`src/rtl/rr_arbiter_4_pkg.sv`:
```
// Shared types and helpers for the 4-requester round-robin arbiter.
// Holds the FSM state encoding, request/index types and the rotating winner search.
package rr_arbiter_4_pkg;

    localparam int unsigned NUM_REQ = 4;
    localparam int unsigned IDX_W   = 2;

    typedef enum logic {
        IDLE  = 1'b0,
        GRANT = 1'b1
    } arb_state_e;

    typedef logic [0:NUM_REQ-1] req_vec_t;
    typedef logic [IDX_W-1:0]   idx_t;

    typedef struct packed {
        logic found;
        idx_t idx;
    } pick_t;

    // Rotate req left by start, take the lowest set position, then add start back.
    function automatic pick_t rr_pick(input req_vec_t req, input idx_t start);
        req_vec_t rot;
        pick_t    p;
        for (int unsigned i = 0; i < NUM_REQ; i++) begin
            rot[i] = req[start + IDX_W'(i)];
        end
        p = '0;
        for (int i = NUM_REQ - 1; i >= 0; i--) begin
            if (rot[i]) begin
                p.found = 1'b1;
                p.idx   = start + IDX_W'(i);
            end
        end
        return p;
    endfunction

endpackage

```
`src/rtl/rr_arbiter_4_onehot_dec_2_4.sv`:
```
// 2:4 one-hot decoder with enable; out[0] corresponds to s == 0.
// All outputs are zero when en is low.
module onehot_dec_2_4
    import rr_arbiter_4_pkg::*;
(
    input  logic [IDX_W-1:0]   s,
    input  logic               en,
    output logic [0:NUM_REQ-1] out
);

    always_comb begin
        out = '0;
        if (en) begin
            out[s] = 1'b1;
        end
    end

endmodule

```
`src/rtl/rr_arbiter_4.sv`:
```
// Round-robin arbiter for four clients with grant hold and MAX_HOLD preemption.
// All outputs are registered; the one-hot grant is decoded from the next winner index.
module rr_arbiter_4
    import rr_arbiter_4_pkg::*;
#(
    parameter int unsigned MAX_HOLD = 4
) (
    input  logic               clk,
    input  logic               rst,
    input  logic               en,
    input  logic [0:NUM_REQ-1] req,
    output logic [0:NUM_REQ-1] gnt,
    output logic [IDX_W-1:0]   gnt_idx,
    output logic               gnt_valid,
    output logic               preempt
);

    localparam int unsigned CNT_W = (MAX_HOLD < 2) ? 1 : $clog2(MAX_HOLD);
    localparam logic [CNT_W-1:0] CNT_SAT = (MAX_HOLD == 0) ? '0 : CNT_W'(MAX_HOLD - 1);

    arb_state_e         state_q, state_d;
    idx_t               ptr_q, ptr_d;
    idx_t               gnt_idx_q, gnt_idx_d;
    logic               gnt_valid_q, gnt_valid_d;
    logic               preempt_q, preempt_d;
    logic [CNT_W-1:0]   hold_cnt_q, hold_cnt_d;
    logic [0:NUM_REQ-1] gnt_q, gnt_d;

    idx_t     holder;
    idx_t     search_start;
    req_vec_t others;
    logic     others_any;
    pick_t    pick;
    logic     switch_c;
    logic     limit_c;

    // Holder context and winner search; in GRANT the search restarts just past the holder.
    always_comb begin
        holder       = gnt_idx_q;
        others       = req;
        others[holder] = 1'b0;
        others_any   = |others;
        search_start = (state_q == GRANT) ? holder + idx_t'(1) : ptr_q;
        pick         = rr_pick(req, search_start);
    end

    // State register.
    always_ff @(posedge clk) begin
        if (rst) begin
            state_q <= IDLE;
        end else begin
            state_q <= state_d;
        end
    end

    // Next-state logic plus the two grant-change decisions.
    always_comb begin
        state_d  = state_q;
        switch_c = 1'b0;
        limit_c  = 1'b0;
        case (state_q)
            IDLE: begin
                if (en && pick.found) begin
                    state_d  = GRANT;
                    switch_c = 1'b1;
                end
            end
            GRANT: begin
                if (!en) begin
                    state_d = IDLE;
                end else if (!req[holder]) begin
                    if (others_any) begin
                        switch_c = 1'b1;
                    end else begin
                        state_d = IDLE;
                    end
                end else if ((MAX_HOLD != 0) && (hold_cnt_q == CNT_SAT) && others_any) begin
                    switch_c = 1'b1;
                    limit_c  = 1'b1;
                end
            end
            default: begin
                state_d = IDLE;
            end
        endcase
    end

    // Output / datapath next values; gnt_idx keeps its last value while idle.
    always_comb begin
        gnt_idx_d   = gnt_idx_q;
        gnt_valid_d = (state_d == GRANT);
        ptr_d       = ptr_q;
        hold_cnt_d  = hold_cnt_q;
        preempt_d   = limit_c;
        if (switch_c) begin
            gnt_idx_d  = pick.idx;
            ptr_d      = pick.idx + idx_t'(1);
            hold_cnt_d = '0;
        end else if (state_d == GRANT) begin
            if (hold_cnt_q != CNT_SAT) begin
                hold_cnt_d = hold_cnt_q + CNT_W'(1);
            end
        end else begin
            hold_cnt_d = '0;
        end
    end

    onehot_dec_2_4 u_dec (
        .s   (gnt_idx_d),
        .en  (gnt_valid_d),
        .out (gnt_d)
    );

    always_ff @(posedge clk) begin
        if (rst) begin
            ptr_q       <= '0;
            gnt_idx_q   <= '0;
            gnt_valid_q <= 1'b0;
            preempt_q   <= 1'b0;
            hold_cnt_q  <= '0;
            gnt_q       <= '0;
        end else begin
            ptr_q       <= ptr_d;
            gnt_idx_q   <= gnt_idx_d;
            gnt_valid_q <= gnt_valid_d;
            preempt_q   <= preempt_d;
            hold_cnt_q  <= hold_cnt_d;
            gnt_q       <= gnt_d;
        end
    end

    assign gnt       = gnt_q;
    assign gnt_idx   = gnt_idx_q;
    assign gnt_valid = gnt_valid_q;
    assign preempt   = preempt_q;

endmodule

```
`config.mk`:
```
export PLATFORM = sky130hd
export DESIGN_NAME = rr_arbiter_4
export DESIGN_NICKNAME = d
export VERILOG_FILES = /design/src/rtl/rr_arbiter_4_pkg.sv /design/src/rtl/rr_arbiter_4_onehot_dec_2_4.sv /design/src/rtl/rr_arbiter_4.sv
export SDC_FILE = /design/constraint.sdc
export NUM_CORES = 1
export LEC_CHECK = 0
export ABC_AREA = 1
export CAP_MARGIN = 20
export CORE_MARGIN = 2
export CORE_UTILIZATION = 36
export CTS_BUF_LIST = sky130_fd_sc_hd__clkbuf_16
export CTS_CLUSTER_SIZE = 25
export DETAILED_ROUTE_END_ITERATION = 10
export SETUP_SLACK_MARGIN = 0.4
export SYNTH_ARGS = -nofsm -noshare
export SYNTH_HDL_FRONTEND = slang
export SYNTH_SLANG_ARGS = --single-unit
export TNS_END_PERCENT = 100
```
`constraint.sdc`:
```
create_clock -name clk -period 5.6 [get_ports clk]
set_input_delay 1.12 -clock clk [delete_from_list [all_inputs] [get_ports clk]]
set_output_delay 1.12 -clock clk [all_outputs]
set_load 0.01 [all_outputs]
```
==> flow_summary_export.csv <==
group,metric,value,unit
critical_path,path_max_fanout,8,
placed_design,finalWeightedCongestion,0.817,
placed_design,place_area,1060,µm²
power,power_density,494,nW/µm²
critical_path,crit_type,"in -> reg",
critical_path,regToRegEndpoint,"gnt[1]",
status,status,"completed",
sta,fin_crit_sh,0.485,
drt,dr.pass1.iters,4,
placed_design,pre_cts_slack,2690,ps
clocking,cts_resized,0,
layout,drive_above_1_share,0.104,
global_route,grt_max_degree,11,
clocking,clkLatencyLatePin,240,ps
yosys,syn_nets,158,
critical_path,r2r_slack,3260,ps
sta,tns,0,ps
floorplanning,die_w,53.6,µm
layout,diodes,0,
floorplanning,ios,15,
sta,slew_violations,0,
yosys,syn_avg_cell_area,6.06,µm²
clocking,postCtsHoldBufs,0,
drt,num_vias,923,
drt,drc,0,
drt,drt_iter0_markers,16,
drt,ant_nets,0,
global_route,grt_pass1_vias,799,
floorplanning,dieHeight,53.6,µm
critical_path,crit_path_end_kind,"register",
sta,period_minus_slack,2710,ps
clocking,post_cts_buffers,0,
critical_path,required,5720,ps
layout,fin_util,0.500,
drt,routedWlPerCell,10.5,µm
layout,layout_commonest_cell,"nand2_1",
floorplanning,start_util,0.389,
sta,rsz0062_at_grt,"no",
sta,worst_slack,2890,ps
critical_path,cp-endpoint,"gnt[1]",
drt,routed_wl,2020,µm
run,drv_cap,0,
power,p_leak,0.575,nW
floorplanning,core-area,2280,µm²
layout,fin_nets,177,
clocking,cts_sinks,12,
global_route,use_met2,0.265,
global_route,top_usage_layer,"met2",
global_route,grt_pass1_wl,3480,µm
clocking,clk_path_buf_depth,2,
yosys,synth.distinct_cells,21,
yosys,yosysSeqAreaShare,0.272,
clocking,cts-buffers-inserted,3,
sta,max_clock_freq,0.368,GHz
clocking,clk_pin_slew_worst_paths,40,ps
worst_hold_path,min_path_cells,2,
global_route,track_usage,0.170,
layout,stdcell_area,1140,µm²
clocking,cts_tree,"built",
clocking,h-tree-depth,1,
global_route,met1_usage,0.220,
clocking,root_buffer,"clkbuf_16",
sta,final_hold_viol_count,0,
yosys,yosysWarnings,0,
critical_path,crit_arrival,2840,ps
critical_path,worstRegToRegCells,16,
yosys,syn_area,885,µm²
layout,most-common-layout-cells,"nand2_1 (64), inv_1 (15), nor2_1 (14), clkdlybuf4s50_1 (14), dfxtp_1 (12)",
floorplanning,num_rows,17,
global_route,antenna_found_initial,0,
drt,via_per_inst,4.81,
sta,skew,3.40,ps
layout,synthToLayoutAreaGrowth,28.7,%
critical_path,startpoint,"req[1]",
power,total_power,563,µW
sta,slew_headroom,0.792,
yosys,yosys_register_bits,12,
yosys,synthCells,146,
placed_design,port_buffers,14,
floorplanning,dieArea,2870,µm²
global_route,globalRouteMet3Util,0.0444,
critical_path,crit_path_start_kind,"input pin",
sta,setup_viol,0,
worst_hold_path,worstHoldPathType,"reg -> reg",
sta,tightest_slew,311,ps
global_route,gr-total-overflow,0,
critical_path,r2r_start,"gnt_idx[0]",
power,vdd.ir_drop.worst,297,µV
placed_design,dp_hpwl,1610,µm
==> area by class of cell <==
cell class	count	area (µm²)
clock buffer	3	75.1
multi-input combinational	116	577
inverter	18	67.6
fill	220	1140
sequential	12	240
clock inverter	1	3.75
tap	28	35.0
timing repair buffer	14	140
==> synthesized netlist by cell type <==
library cell,instances,share of area
nand2_1,64,0.27
inv_1,15,0.064
nor2_1,14,0.059
dfxtp_1,12,0.27
nand3_1,7,0.040
ha_1,5,0.071
nand2_2,5,0.035
a21oi_1,4,0.023
inv_2,3,0.013
o21ai_0,3,0.017
nand2_4,2,0.025
o211ai_1,2,0.017
o22ai_1,2,0.014
a21oi_2,1,0.0099
nand3_2,1,0.011
nand4_1,1,0.0071
nor4_1,1,0.0071
o21ai_1,1,0.0057
o21ai_2,1,0.0099
o21ai_4,1,0.018
xor2_1,1,0.0099
==> registers in the layout, summed over array words and instances, names as in the netlist <==
signal,flops
gnt,4
gnt_idx,2
hold_cnt_q,2
ptr_q,2
gnt_valid,1
preempt,1
==> worst min path at each step <==
stage / slack [ps] / startpoint / to
after floorplan: 450 / hold_cnt_q[1] / hold_cnt_q[1]
after global placement: 460 / hold_cnt_q[1] / hold_cnt_q[1]
after detailed placement: 460 / hold_cnt_q[1] / hold_cnt_q[1]
after CTS: 470 / hold_cnt_q[1] / hold_cnt_q[1]
after global routing: 490 / hold_cnt_q[1] / hold_cnt_q[1]
final: 460 / hold_cnt_q[1] / hold_cnt_q[1]
==> logic make-up (layout without fill, tap and decap cells) <==
group	count (synthesis)	after routing	share of synthesized area
AOI/OAI and AO/OA	15	15	0.115
xor gates and xnor gates	1	1	0.00990
adders and majority gates	5	5	0.0707
buffers and inverters	18	36	0.0764
DFF	12	12	0.272
and+or+nand+nor	95	95	0.457
==> worst max-delay path, stage by stage <==
cell,delay [ps]
clkdlybuf4s50_1,550
inv_1,80
o22ai_1,160
nor2_1,90
nand2_1,60
nand2_1,140
o21ai_4,290
nand2_1,110
o21ai_1,160
nor2_1,80
==> metrics by stage <==
stage / hold slack (ps) / std cells
after global placement: 462 / 188
after global routing: 492 / 192
final: 465 / 192
after detailed placement: 460 / 188
after CTS: 467 / 192
after floorplan: 445 / 146
==> layer usage <==
layer  share of wire  vias up
met3           0.045        2
met4           0.014        0
met1            0.49      411
li1                -      491
met5               0        -
met2            0.45       19
==> where the power goes <==
| group | switching (mW) | internal, mW |
|---|---|---|
| Combinational | 0.196 | 0.110 |
| Sequential | 0.0204 | 0.105 |
| Clock | 0.0370 | 0.0939 |
(Power assumes the default switching activity.)
